**config.mk**
```make
export PLATFORM = sky130hd
export DESIGN_NAME = byte_joiner
export DESIGN_NICKNAME = d
export VERILOG_FILES = /design/src/rtl/byte_joiner.sv
export SDC_FILE = /design/constraint.sdc
export NUM_CORES = 1
export LEC_CHECK = 0
export ABC_AREA = 1
export ABC_CLOCK_PERIOD_IN_PS = 1700
export CAP_MARGIN = 0
export CORE_MARGIN = 3
export CORE_UTILIZATION = 49
export CTS_BUF_LIST = sky130_fd_sc_hd__clkbuf_2 sky130_fd_sc_hd__clkbuf_4 sky130_fd_sc_hd__clkbuf_8
export CTS_CLUSTER_SIZE = 25
export DETAILED_ROUTE_END_ITERATION = 10
export PLACE_DENSITY_LB_ADDON = 0.2
export RECOVER_POWER = 50
export SLEW_MARGIN = 15
export SYNTH_ARGS = -nofsm -noshare
export SYNTH_HDL_FRONTEND = slang
export SYNTH_SLANG_ARGS = --single-unit
```
**constraint.sdc**
```tcl
create_clock -name clk -period 1.7 [get_ports clk]
set_input_delay 0.17 -clock clk [delete_from_list [all_inputs] [get_ports clk]]
set_output_delay 0.17 -clock clk [all_outputs]
set_load 0.05 [all_outputs]
```
**src/rtl/byte_joiner.sv**
```systemverilog
//==============================================================================
// Module   : byte_joiner
// Purpose  : Packs a stream of bytes into 32-bit words with valid/ready
//            handshakes on both sides. Bytes 1..3 wait in an accumulator,
//            and the 4th byte loads the complete word into a holding register.
// Options  : BYTE_JOINER_WCNT_EN adds a 16-bit counter of output handshakes.
// Revision : 1.0 - initial release
//==============================================================================
`default_nettype none

module byte_joiner #(
    parameter int LSB_FIRST = 0
) (
    input  logic        clk,
    input  logic        reset,
    input  logic        in_valid,
    input  logic [7:0]  in_byte,
    output logic        in_ready,
    input  logic        clear,
    output logic        out_valid,
    output logic [31:0] out_word,
    input  logic        out_ready,
`ifdef BYTE_JOINER_WCNT_EN
    output logic [15:0] word_cnt,
`endif
    output logic [1:0]  fill
);

    logic [1:0]       fill_q, fill_d;
    logic [2:0][7:0]  acc_q, acc_d;
    logic [31:0]      word_q, word_d;
    logic             valid_q, valid_d;
    logic             in_hs, out_hs;
    logic [31:0]      full_word;

    // The 4th byte may be taken only if the holding register is free or is
    // being emptied in this same cycle.
    assign in_ready = (fill_q != 2'd3) | ~valid_q | out_ready;
    assign in_hs    = in_valid & in_ready;
    assign out_hs   = valid_q & out_ready;

    // Word image formed from the three stored bytes and the incoming 4th byte
    generate
        if (LSB_FIRST != 0) begin : g_lsb_first
            assign full_word = {in_byte, acc_q[2], acc_q[1], acc_q[0]};
        end else begin : g_msb_first
            assign full_word = {acc_q[0], acc_q[1], acc_q[2], in_byte};
        end
    endgenerate

    // Next-state logic for accumulator, fill count and holding register
    always_comb begin
        fill_d  = fill_q;
        acc_d   = acc_q;
        word_d  = word_q;
        valid_d = valid_q;
        if (out_hs) begin
            valid_d = 1'b0;
        end
        if (clear) begin
            fill_d = 2'd0;
        end else if (in_hs) begin
            if (fill_q == 2'd3) begin
                word_d  = full_word;
                valid_d = 1'b1;
                fill_d  = 2'd0;
            end else begin
                case (fill_q)
                    2'd0:    acc_d[0] = in_byte;
                    2'd1:    acc_d[1] = in_byte;
                    default: acc_d[2] = in_byte;
                endcase
                fill_d = fill_q + 2'd1;
            end
        end
    end

    // State registers with asynchronous active-low reset
    always_ff @(posedge clk or negedge reset) begin
        if (!reset) begin
            fill_q  <= 2'd0;
            acc_q   <= '0;
            word_q  <= 32'h0;
            valid_q <= 1'b0;
        end else begin
            fill_q  <= fill_d;
            acc_q   <= acc_d;
            word_q  <= word_d;
            valid_q <= valid_d;
        end
    end

    assign out_valid = valid_q;
    assign out_word  = word_q;
    assign fill      = fill_q;

`ifdef BYTE_JOINER_WCNT_EN
    logic [15:0] wcnt_q;

    // Count completed output handshakes, wrapping naturally at 16 bits
    always_ff @(posedge clk or negedge reset) begin
        if (!reset) begin
            wcnt_q <= 16'h0;
        end else if (out_hs) begin
            wcnt_q <= wcnt_q + 16'h1;
        end
    end

    assign word_cnt = wcnt_q;
`endif

endmodule

`default_nettype wire
```
Word-level counts from Yosys, hierarchy flattened
Cells that the tools add are included.
{"block": "totals", "ff_bits": 59, "in_bits": 13, "output_inout_bits": 36, "elab_cells": 32}
{"block": "op_classes", "addsub": 1, "n_eq_ne": 3, "muxes": 7, "bitwise": 8, "reduce_logical": 7}
{"op": "$reduce_and 4->1", "n": 3}
{"op": "$mux 2", "n": 3}
{"op": "$mux 1", "n": 4}
{"op": "$not 1->1", "n": 4}
{"op": "$reduce_and 3->1", "n": 1}
{"op": "$add 2x1->2 const B", "n": 1}
{"op": "$and 1x1->1", "n": 2}
{"op": "$eq 2x1->1 const B", "n": 1}
{"op": "$eq 2x2->1 const B", "n": 1}
{"op": "$logic_not 2->1", "n": 1}
{"op": "$ne 2x2->1 const B", "n": 1}
{"op": "$or 1x1->1", "n": 2}
{"op": "$reduce_bool 2->1", "n": 1}
{"op": "$reduce_or 2->1", "n": 1}

Depth between registers and ports, before layout
Gate-level depths: netlist of the first run.
{"block": "logic_depth", "word_depth": 6, "mapped_depth": 6, "depth_no_buf": 5}

Least setup slack after synthesis of the first run
OpenSTA, ideal clock, no wires.
{"block": "synth_path", "path_kind": "register to register", "startpoint": "register fill_q[0] (netlist: fill[0])", "endpoint": "register acc_q[16] (netlist bit)", "setup_ns": 0.067, "arrival_time_ns": 1.664, "required_ns": 1.633, "path_slack_ns": -0.031, "path_stages_with_launch": 7, "path_buffers": 2, "synth_period_minus_slack_ns": 1.731, "path_cell_list": "dfrtp_1 -> ha_1 -> buf_2 -> nand3_1 -> buf_2 -> nand4_1 -> nand2_1"}
{"block": "synth_between", "elab_chain_cells": 5, "elab_cells_between_ends": 11, "classes_between": "3 x eq/ne; 5 x bitwise; 3 x reduce/logical"}
{"item": "start, declared", "line_no": "29", "text": "logic [1:0] fill_q, fill_d;"}
{"item": "start signal, assigned", "line_no": "86", "text": "fill_q <= fill_d;"}
{"item": "$ne 2x2->1", "line_no": "38", "text": "assign in_ready = (fill_q != 2'd3) | ~valid_q | out_ready;"}
{"item": "$or 1x1->1 (2 in series)", "line_no": "38"}
{"item": "named net in_ready", "line_no": "18", "text": "output logic in_ready,"}
{"item": "$and 1x1->1", "line_no": "39", "text": "assign in_hs = in_valid & in_ready;"}
{"item": "$reduce_and 4->1 (no line)"}
{"item": "end signal, assigned", "line_no": "82", "text": "acc_q <= '0;"}
{"item": "end signal, assigned", "line_no": "87", "text": "acc_q <= acc_d;"}
{"item": "end, declared", "line_no": "30", "text": "logic [2:0][7:0] acc_q, acc_d;"}
The timed path passes the listed nets, and every way through them passes these cells.
A chain may end at the register's enable or synchronous reset.

Worst setup path after layout of the first run
{"block": "layout_path", "startpoint": "register word_q[7] (netlist: out_word[7])", "endpoint": "output out_word[7]"}
{"item": "start, declared", "line_no": "31", "text": "logic [31:0] word_q, word_d;"}
{"item": "start signal, assigned", "line_no": "88", "text": "word_q <= word_d;"}
{"item": "end, declared", "line_no": "21", "text": "output logic [31:0] out_word,"}
No word-level cell between the ends.

==> results of run 1 <==
area by class of cell:
type	count	share of cell area (%)
Timing Repair Buffer	62	15.8
Clock buffer	12	4.82
Tap cell	67	2.65
Multi-Input combinational cell	188	29.0
Sequential cell	59	46.6
Inverter	6	0.711
Clock inverter	3	0.474
registers in the layout, indices dropped and copies added (netlist names):
register   cells
out_word      32
acc_q         24
out_valid      1
fill           2
layer usage:
metal | up-vias | share of wire [%] | track usage, % | wire length [microns]
li1 | 1035 | - | - | -
met1 | 1018 | 44 | 27.1 | 2530
met2 | 76 | 47 | 33.3 | 2730
met3 | 16 | 6.2 | 4.64 | 358
met4 | 0 | 2.8 | 13.3 | 162
met5 | - | 0 | 0 | 0
through the flow:
step | std cells | total power [W]
2_1_floorplan | 274 | 0.00245
3_3_place_gp | 381 | 0.00279
3_5_place_dp | 381 | 0.00281
4_1_cts | 397 | 0.00391
5_1_grt | 397 | 0.00405
6_report | 397 | 0.00384
logic make-up (layout without fill, tap and decap cells):
kind of cell  after synthesis  after routing  synth area share [%]
simple gates              184            184                  34.0
flops                      59             59                  59.0
fa+ha+maj                   4              4                  2.00
buf+inv                    27             83                  5.00
final timing paths:
path | from | end | slack [ns] | cells after the start
max in group asynchronous | reset | out_word[1] | 0.56 | 3
min in group asynchronous | reset | out_word[19] | 0.47 | 3
worst max register to register | fill[0] | acc_q[12] | 0.19 | 5
worst min register to register | out_word[24] | out_word[24] | 0.46 | 2
worst min-delay path | out_word[24] | out_word[24] | 0.46 | 2
worst max-delay path | out_word[7] | out_word[7] | 0.04 | 1
power groups by stage:
stage | clock network (W) | registers (W) | logic, W
floorplan | 0 | 0.00219 | 0.000265
global placement | 0 | 0.00183 | 0.000954
detailed placement | 0 | 0.00184 | 0.000973
CTS | 0.00112 | 0.00182 | 0.000976
global route | 0.00119 | 0.00185 | 0.00101
finish | 0.00110 | 0.00182 | 0.000924
what timing repair did:
| item | in CTS | in global routing |
|---|---|---|
| cloned | 0 | 0 |
| resized for setup | 2 | 12 |
| hold endpoints to repair | 59 | 0 |
| hold buffers | 1 | 0 |
| setup endpoints to repair | 1 | 19 |
| buffers inserted | 0 | 0 |
placed cells by master (no fill, tap or decap), drive strengths merged:
| master | synthesis | routed |
|---|---|---|
| buf | 13 | 16 |
| clkbuf | 8 | 30 |
| clkdlybuf4s50 | 0 | 17 |
| clkinv | 0 | 3 |
| dfrtp | 59 | 59 |
| dlygate4sd3 | 0 | 1 |
| dlymetal6s2s | 0 | 10 |
| ha | 4 | 4 |
| inv | 6 | 6 |
| nand2 | 118 | 118 |
| nand3 | 9 | 9 |
| nand4 | 56 | 56 |
| nor2 | 1 | 1 |
==> run metrics, run 1 <==
leading cell type by number of instances after synthesis nand2_1; Reg clk slew, reported paths 0.06 ns; clock root buffer clkbuf_8; total of max-cap violations 0; Mapped Cells between 200 and 300; Comb pwr share 24.1%; switching power between 0.001 and 0.0015 W; post-route setup TNS 0 ns; Multi-input gate area 917 sq um; vias in the first global route around 2100; Synth area leader dfrtp_1; async set-reset flop share out of synthesis 100%; via count 2145; Clock Latency Late Sink around 0.33 ns; outcome finished, final reports clean; CP top delay family buffers and inverters; synth unique cells 13; DRT iter0 DRCs 117; Syn Area/Cell 9.13 sq um; Post-Place Setup Slack 0.161 ns; max incr delay on CP between 0.8 and 0.9 ns; clk sinks 59; crit start category flop; Die ar. around 6000 sq um; final wirelength 5.78 mm; core box area around 4800 sq um; PortBufs 48; largest net degree at the start of global routing 38; Worst Skew 0.00298 ns; CTS Buf Count 9; maximum vdd ir drop 654 uV; required time worst endpoint 1.53 ns; Critical Path, Cell by Cell clkdlybuf4s50_1; drt drc 0; Util after Layout about two thirds; Crit path buffers/inverters 1; first-pass GRT wire length 9.96 mm; Hold Path Class flop to flop; area grow syn2layout 26.6%; Post-synth EDFFs 0; CP arrival 1.49 ns; H-tree depth 3; sw frac about a third; DP HPWL 3.84 mm; top cells by area, synth dfrtp_1, nand2_1, nand4_1; post-route ant nets 0; Yosys warning count 0; worst setup margin 0.0363 ns; FF+latch area between 1000 and 1500 sq um; TritonCTS clock tree done; CP Capture Type primary output; mapped cell area 2500 sq um; worst slew pin tran 0.869 ns; initial antenna violation count 0; Tmin final 1.66 ns; CP max stage cell clkdlybuf4s50_1; row count 25; chip height 77.4 microns; post-synthesis sequential area ratio just under 60%; Die Wd 77.4 microns; nets@finish 343; Mapped Nets 291; WL/cell 14.6 microns; Top Ports about 50; Synth top cells by count nand2_1, dfrtp_1, nand4_1, buf_2, nand3_1; Synth Register Bits 59; Hold Violations, Final 0; layout cells sized above 1 11.2%; Final GP Congestion 0.872; Power Internal 0.00252 W; Bufs on Longest Clock Path 2; kind of critical path flop to primary output; sequential share of power 47.4%; Peak Freq 601 MHz; Final Cell Area 3170 sq um; Clock power frac between 20 and 30%; drt first pass iters 4; Starting Density 51.9%; ys flop type dfrtp_1; dpl cell area 3010 sq um; Final period util 97.9%; number of diodes 0; Max FO, Critical Path 2; Fillers about 460; Leak 1.80 nW; RSZ-0062 raised after global routing false; Setup violations, final 0; WHS 0.463 ns; Final Max Tran Viols 0; drt via density 5.40; power per cell area 1210 nW/um^2; Rel. slew slack 42.0%; Total GRT Usage 21.4%; post-synth top area share 59.0%; Overflow after GRT 0
(Power assumes the default switching activity.)
==> inputs of run 2 (changes only) <==
SETUP_SLACK_MARGIN = 0.1   (was unset)
==> run 2 against run 1 <==
Net effect:
- clock power shrank 6%
- hold slack got worse by 0.0014 ns
- global-route usage decreased by 0.64 points
- fmax increased by 6.9%
- power is 2.3% lower
- routed wire length shrank 0.57%
- cell area increased by 0.43%
- combinational power is 2% lower
==> run metrics, run 2 (synthesized netlist as in run 1, its figures left out) <==
worst setup margin 0.144 ns (was 0.0363 ns); via count 2127 (was 2145); required time worst endpoint 1.53 ns (about the same); Power Internal 0.00243 W (was 0.00252 W); H-tree depth 3 (unchanged); Starting Density 51.9% (unchanged); chip height 77.4 microns (unchanged); clk sinks 59 (unchanged); post-route setup TNS 0 ns (unchanged); nets@finish 351 (was 343); Reg clk slew, reported paths 0.06 ns (about the same); CP top delay family flip-flops (was buffers and inverters); CP endpoint in_ready (was out_word[7]); Setup crit start fill[0] (was out_word[7]); Crit path top cell by count buf_6; Fillers 457 (was 455); Final period util 91.5% (was 97.9%); Leak 1.73 nW (was 1.80 nW); Hold Startpoint out_word[24] (unchanged); most common cell after layout, fill and taps aside nand2_1 (unchanged); Post-Place Setup Slack 0.149 ns (was 0.161 ns); outcome finished, final reports clean (unchanged); grt met3 use 5.22% (was 4.64%); Bufs on Longest Clock Path 2 (unchanged); largest net degree at the start of global routing 43 (was 38); Final Max Tran Viols 0 (unchanged); WL/cell 14.2 microns (was 14.6 microns); layout cells sized above 1 13.4% (was 11.2%); row count 25 (unchanged); CP Capture Type primary output (unchanged); met2 Usage GRT 31.8% (was 33.3%); R2R setup slack 0.21 ns (was 0.19 ns); max FFs per register 32 (unchanged); Max FO, Critical Path 10 (was 2); sw frac 35.2% (was 34.4%); Util after Layout 66.0% (was 65.7%); area grow syn2layout 27.2% (was 26.6%); maximum vdd ir drop 596 uV (was 654 uV); Die Wd 77.4 microns (unchanged); sequential share of power 48.4% (was 47.4%); worst reg2reg path endpoint acc_q[0] (was acc_q[12]); Overflow after GRT 0 (unchanged); Clock power frac 27.5% (was 28.5%); first-pass GRT wire length 9.63 mm (was 9.96 mm); Clock Latency Late Sink 0.33 ns (about the same); reg2reg path depth 6 (was 5); worst reg2reg startpoint fill[0] (unchanged); Hold Violations, Final 0 (unchanged); dpl cell area 3060 sq um (was 3010 sq um); Final Cell Area 3180 sq um (was 3170 sq um); Die ar. 6000 sq um (unchanged); Comb pwr share 24.2% (was 24.1%); Top Ports 49 (unchanged); TritonCTS clock tree done (unchanged); GRT busiest layer met2 (unchanged); DP HPWL 4.08 mm (was 3.84 mm); worst slew pin tran 0.967 ns (was 0.869 ns); switching power 0.00132 W (unchanged); drt drc 0 (unchanged); Final GP Congestion 0.852 (was 0.872); Hold Path Class flop to flop (unchanged); Setup violations, final 0 (unchanged); kind of critical path flop to primary output (unchanged); Crit path buffers/inverters 2 (was 1); initial antenna violation count 0 (unchanged); CP arrival 1.39 ns (was 1.49 ns); CP max stage cell dfrtp_2 (was clkdlybuf4s50_1); Tmin final 1.56 ns (was 1.66 ns); Levels on crit path 4 (was 1); clock root buffer clkbuf_8 (unchanged); DRT iter0 DRCs 155 (was 117); total of max-cap violations 0 (unchanged); PortBufs 48 (unchanged); Rel. slew slack 35.5% (was 42.0%); vias in the first global route 1998 (was 2116); Worst Skew 0.00494 ns (was 0.00298 ns); CTS Buf Count 9 (unchanged); max incr delay on CP 0.44 ns (was 0.81 ns); core box area 4820 sq um (unchanged); drt first pass iters 4 (unchanged); number of diodes 0 (unchanged); crit start category flop (unchanged); most frequent cells in the layout nand2_1, dfrtp_1, nand4_1 (unchanged); M1 GR Usage 27.5% (was 27.1%); post-route ant nets 0 (unchanged); final wirelength 5.75 mm (was 5.78 mm); RSZ-0062 raised after global routing false (unchanged); drt via density 5.26 (was 5.40); Critical Path, Cell by Cell ha_4 -> nand3_2 -> buf_6 -> buf_6 (was clkdlybuf4s50_1); power per cell area 1180 nW/um^2 (was 1210 nW/um^2); Total GRT Usage 20.7% (was 21.4%); Peak Freq 643 MHz (was 601 MHz)
run 2: changes by cell type in the layout (fill, tap and decap cells not counted), sizes merged:
| cell | previous run | this run |
|---|---|---|
| clkinv | 3 | 4 |
| clkbuf | 30 | 28 |
| dlymetal6s2s | 10 | 0 |
| dlygate4sd2 | 0 | 15 |
| buf | 16 | 25 |
| clkdlybuf4s50 | 17 | 11 |
run 2: how the worst min path moves through the flow:
| stage | slack [ns] | to | cells after the start |
|---|---|---|---|
| after floorplan | -0.13 | acc_q[0] | 0 |
| after global placement | 0.13 | out_word[27] | 1 |
| after detailed placement | 0.12 | out_word[28] | 1 |
| after CTS | 0.31 | out_word[24] | 2 |
| after global routing | 0.49 | acc_q[14] | 2 |
| final | 0.46 | out_word[24] | 2 |
run 2: area by class of cell:
type | count | area [sq um] | share of cell area (%)
clock buffer | 10 | 131 | 4.13
clock inverter | 4 | 20.0 | 0.629
inverter | 6 | 22.5 | 0.708
multi-input combinational | 188 | 917 | 28.8
sequential | 59 | 1480 | 46.5
tap | 67 | 83.8 | 2.64
timing repair buffer | 70 | 527 | 16.6
run 2: stage by stage:
stage               power [W]  instances  hold WS [ns]
floorplan             0.00245        274        -0.126
global placement      0.00280        386         0.128
detailed placement    0.00282        386         0.122
CTS                   0.00381        401         0.305
global route          0.00397        404         0.486
finish                0.00375        404         0.462
run 2: what timing repair did:
action	in CTS	in global routing
gates resized for setup	18	2
hold buffers	1	0
gates cloned	0	0
endpoints found under the setup margin	16	1
endpoints found under the hold margin	17	0
setup buffers	0	3
run 2: worst reg2reg max path: stages (launching register included):
cell     delay, ns
dfrtp_2       0.44
buf_4         0.15
inv_1         0.09
ha_1          0.20
nand3_1       0.29
nand2_1       0.16
nand2_1       0.06
run 2: routing by layer:
| metal | wire [microns] | up-vias |
|---|---|---|
| li1 | - | 1052 |
| met1 | 2540 | 993 |
| met2 | 2740 | 74 |
| met3 | 384 | 8 |
| met4 | 85 | 0 |
| met5 | 0 | - |
run 2: power by group through the flow:
| stage | combinational, W | sequential, W | clock (W) |
|---|---|---|---|
| floorplan | 0.000265 | 0.00219 | 0 |
| global placement | 0.000960 | 0.00184 | 0 |
| detailed placement | 0.000979 | 0.00184 | 0 |
| CTS | 0.000944 | 0.00182 | 0.00105 |
| global route | 0.000991 | 0.00185 | 0.00113 |
| finish | 0.000906 | 0.00181 | 0.00103 |
==> inputs of run 3 (changes only) <==
ABC_CLOCK_PERIOD_IN_PS = 1800   (was 1700)
CTS_BUF_LIST = unset   (was sky130_fd_sc_hd__clkbuf_2 sky130_fd_sc_hd__clkbuf_4 sky130_fd_sc_hd__clkbuf_8)
PLACE_DENSITY_LB_ADDON = 0.3   (was 0.2)
clock period = 1.8 ns   (was 1.7 ns; I/O delays follow)
==> run 3 against run 2 <==
Net effect:
- cell area up 0.51%
- combinational power decreased by 3.6%
- first-iteration DRC count rose by 32%
- routed wire length rose by 6.1%
- highest routed layer unchanged
- setup slack got worse by 0.0079 ns
- cell count down 2.0%
- utilization grew 0.34 points
- sequential cell count unchanged
- sequential power is 5% lower
- power up 0.64%
- sequential share of layout area decreased by 0.31 points
- critical path depth fell by 3
==> run metrics, run 3 (synthesized netlist as in run 1, its figures left out) <==
Worst Skew 0.00802 ns (was 0.00494 ns); Final GP Congestion 0.895 (was 0.852); Hold Violations, Final 0 (unchanged); Overflow after GRT 0 (unchanged); Power Internal 0.00249 W (was 0.00243 W); Max FO, Critical Path 2 (was 10); CTS Buf Count 9 (unchanged); row count 25 (unchanged); worst reg2reg startpoint fill[0] (unchanged); clk sinks 59 (unchanged); Die Wd 77.4 microns (unchanged); sw frac 34.1% (was 35.2%); CP endpoint out_word[23] (was in_ready); first-pass GRT wire length 10.0 mm (was 9.63 mm); final wirelength 6.10 mm (was 5.75 mm); power per cell area 1180 nW/um^2 (about the same); most common cell after layout, fill and taps aside nand2_1 (unchanged); reg2reg path depth 6 (unchanged); Setup violations, final 0 (unchanged); PortBufs 48 (unchanged); worst setup margin 0.136 ns (was 0.144 ns); Fillers 434 (was 457); Total GRT Usage 21.5% (was 20.7%); Post-CTS Setup Inserts 0 (unchanged); Levels on crit path 1 (was 4); Post-Place Setup Slack 0.135 ns (was 0.149 ns); Rel. slew slack 23.7% (was 35.5%); Comb pwr share 23.1% (was 24.2%); Hold Path Class flop to flop (unchanged); Peak Freq 601 MHz; Clock power frac 31.3% (was 27.5%); RSZ-0062 raised after global routing false (unchanged); outcome finished, final reports clean (unchanged); WL/cell 15.4 microns (was 14.2 microns); drt drc 0 (unchanged); nets@finish 341 (was 351); max incr delay on CP 0.80 ns (was 0.44 ns); dpl cell area 3060 sq um (about the same); Tmin final 1.66 ns; initial antenna violation count 0 (unchanged); worst reg2reg path endpoint out_word[24] (was acc_q[0]); FF+latch area 1480 sq um (about the same); post-route ant nets 0 (unchanged); area grow syn2layout 27.8% (was 27.2%); drt via density 5.56 (was 5.26); number of diodes 0 (unchanged); max FFs per register 32 (unchanged); Starting Density 51.9% (unchanged); Setup crit start out_word[23] (was fill[0]); Reg clk slew, reported paths 0.06 ns (about the same); Power, Total 0.00377 W (was 0.00375 W); worst slew pin tran 1.14 ns (was 0.967 ns); total of max-cap violations 0 (unchanged); layout cells sized above 1 9.73% (was 13.4%); crit start category flop (unchanged); Leak 1.74 nW (was 1.73 nW); drt first pass iters 4 (unchanged); DP HPWL 3.85 mm (was 4.08 mm); Final period util slightly above 90%; maximum vdd ir drop 644 uV (was 596 uV); Multi-input gate area 922 sq um (was 917 sq um); via count 2202 (was 2127); kind of critical path flop to primary output (unchanged); required time worst endpoint 1.62 ns (was 1.53 ns); clock root buffer clkbuf_8 (unchanged); vias in the first global route 2107 (was 1998); Critical Path, Cell by Cell clkdlybuf4s50_1 (was ha_4 -> nand3_2 -> buf_6 -> buf_6); switching power 0.00129 W (was 0.00132 W); R2R setup slack 0.22 ns (was 0.21 ns); Top Ports 49 (unchanged); CP Capture Type primary output (unchanged); most frequent cells in the layout nand2_1, dfrtp_1, nand4_1 (unchanged); Die ar. 6000 sq um (unchanged); Bufs on Longest Clock Path 2 (unchanged); Final Cell Area 3200 sq um (was 3180 sq um); chip height 77.4 microns (unchanged); core box area 4820 sq um (unchanged); largest net degree at the start of global routing 41 (was 43); Final Max Tran Viols 0 (unchanged); Clock Latency Late Sink 0.34 ns (was 0.33 ns); CP max stage cell clkdlybuf4s50_1 (was dfrtp_2); Crit path buffers/inverters 1 (was 2); DRT iter0 DRCs 204 (was 155); sequential share of power 45.6% (was 48.4%); CP top delay family buffers and inverters (was flip-flops); H-tree depth 3 (unchanged); post-route setup TNS 0 ns (unchanged); CP arrival 1.48 ns (was 1.39 ns); WHS 0.470 ns (was 0.462 ns); TritonCTS clock tree done (unchanged)
-- run 3: changes by cell type in the layout (fill, tap and decap cells not counted), sizes merged --
| cell | previous run | this run |
|---|---|---|
| buf | 25 | 12 |
| bufinv | 0 | 1 |
| clkdlybuf4s50 | 11 | 19 |
| clkinv | 4 | 3 |
| clkinvlp | 0 | 1 |
| dlygate4sd2 | 15 | 6 |
| dlymetal6s2s | 0 | 5 |
-- run 3: routing by layer --
metal	up-vias	part of all wire (%)	GRT usage, %
met3	18	7.9	5.80
li1	1032	-	-
met2	103	48	33.2
met4	0	2.5	10.9
met5	-	0	0
met1	1049	41	27.9
-- run 3: stage by stage --
| stage | utilization [%] | cells |
|---|---|---|
| 6_report | 66.4 | 396 |
| 5_1_grt | 66.4 | 396 |
| 4_1_cts | 67.7 | 396 |
| 3_5_place_dp | 63.5 | 379 |
| 3_3_place_gp | 63.5 | 379 |
| 2_1_floorplan | - | 274 |
-- run 3: how the worst min path moves through the flow --
stage,cells past startpoint,startpoint,end
after detailed placement,1,reset,out_word[25]
after CTS,2,reset,out_word[25]
final,2,out_word[21],out_word[21]
after global placement,1,reset,out_word[25]
after global routing,2,acc_q[18],acc_q[18]
after floorplan,0,reset,acc_q[0]
-- run 3: power groups by stage --
stage	combinational [W]	sequential [W]	clock, W
2_1_floorplan	0.000250	0.00206	0
3_3_place_gp	0.000921	0.00173	0
3_5_place_dp	0.000935	0.00174	0
4_1_cts	0.000933	0.00172	0.00118
5_1_grt	0.000951	0.00175	0.00125
6_report	0.000873	0.00172	0.00118
-- run 3: final cells by class --
class | instances | area share (%)
flip-flops and latches | 59 | 46.2
well taps | 67 | 2.62
clock buffers | 11 | 4.42
inverters | 6 | 0.705
repair buffers | 60 | 15.6
multi-input cells | 188 | 28.8
clock inverters | 5 | 1.64
-- run 3: repair_timing --
item	4_1_cts	5_1_grt
hold buffers	1	0
cloned	0	0
gates resized for setup	7	27
hold endpoints to repair	19	0
endpoints found under the setup margin	7	69
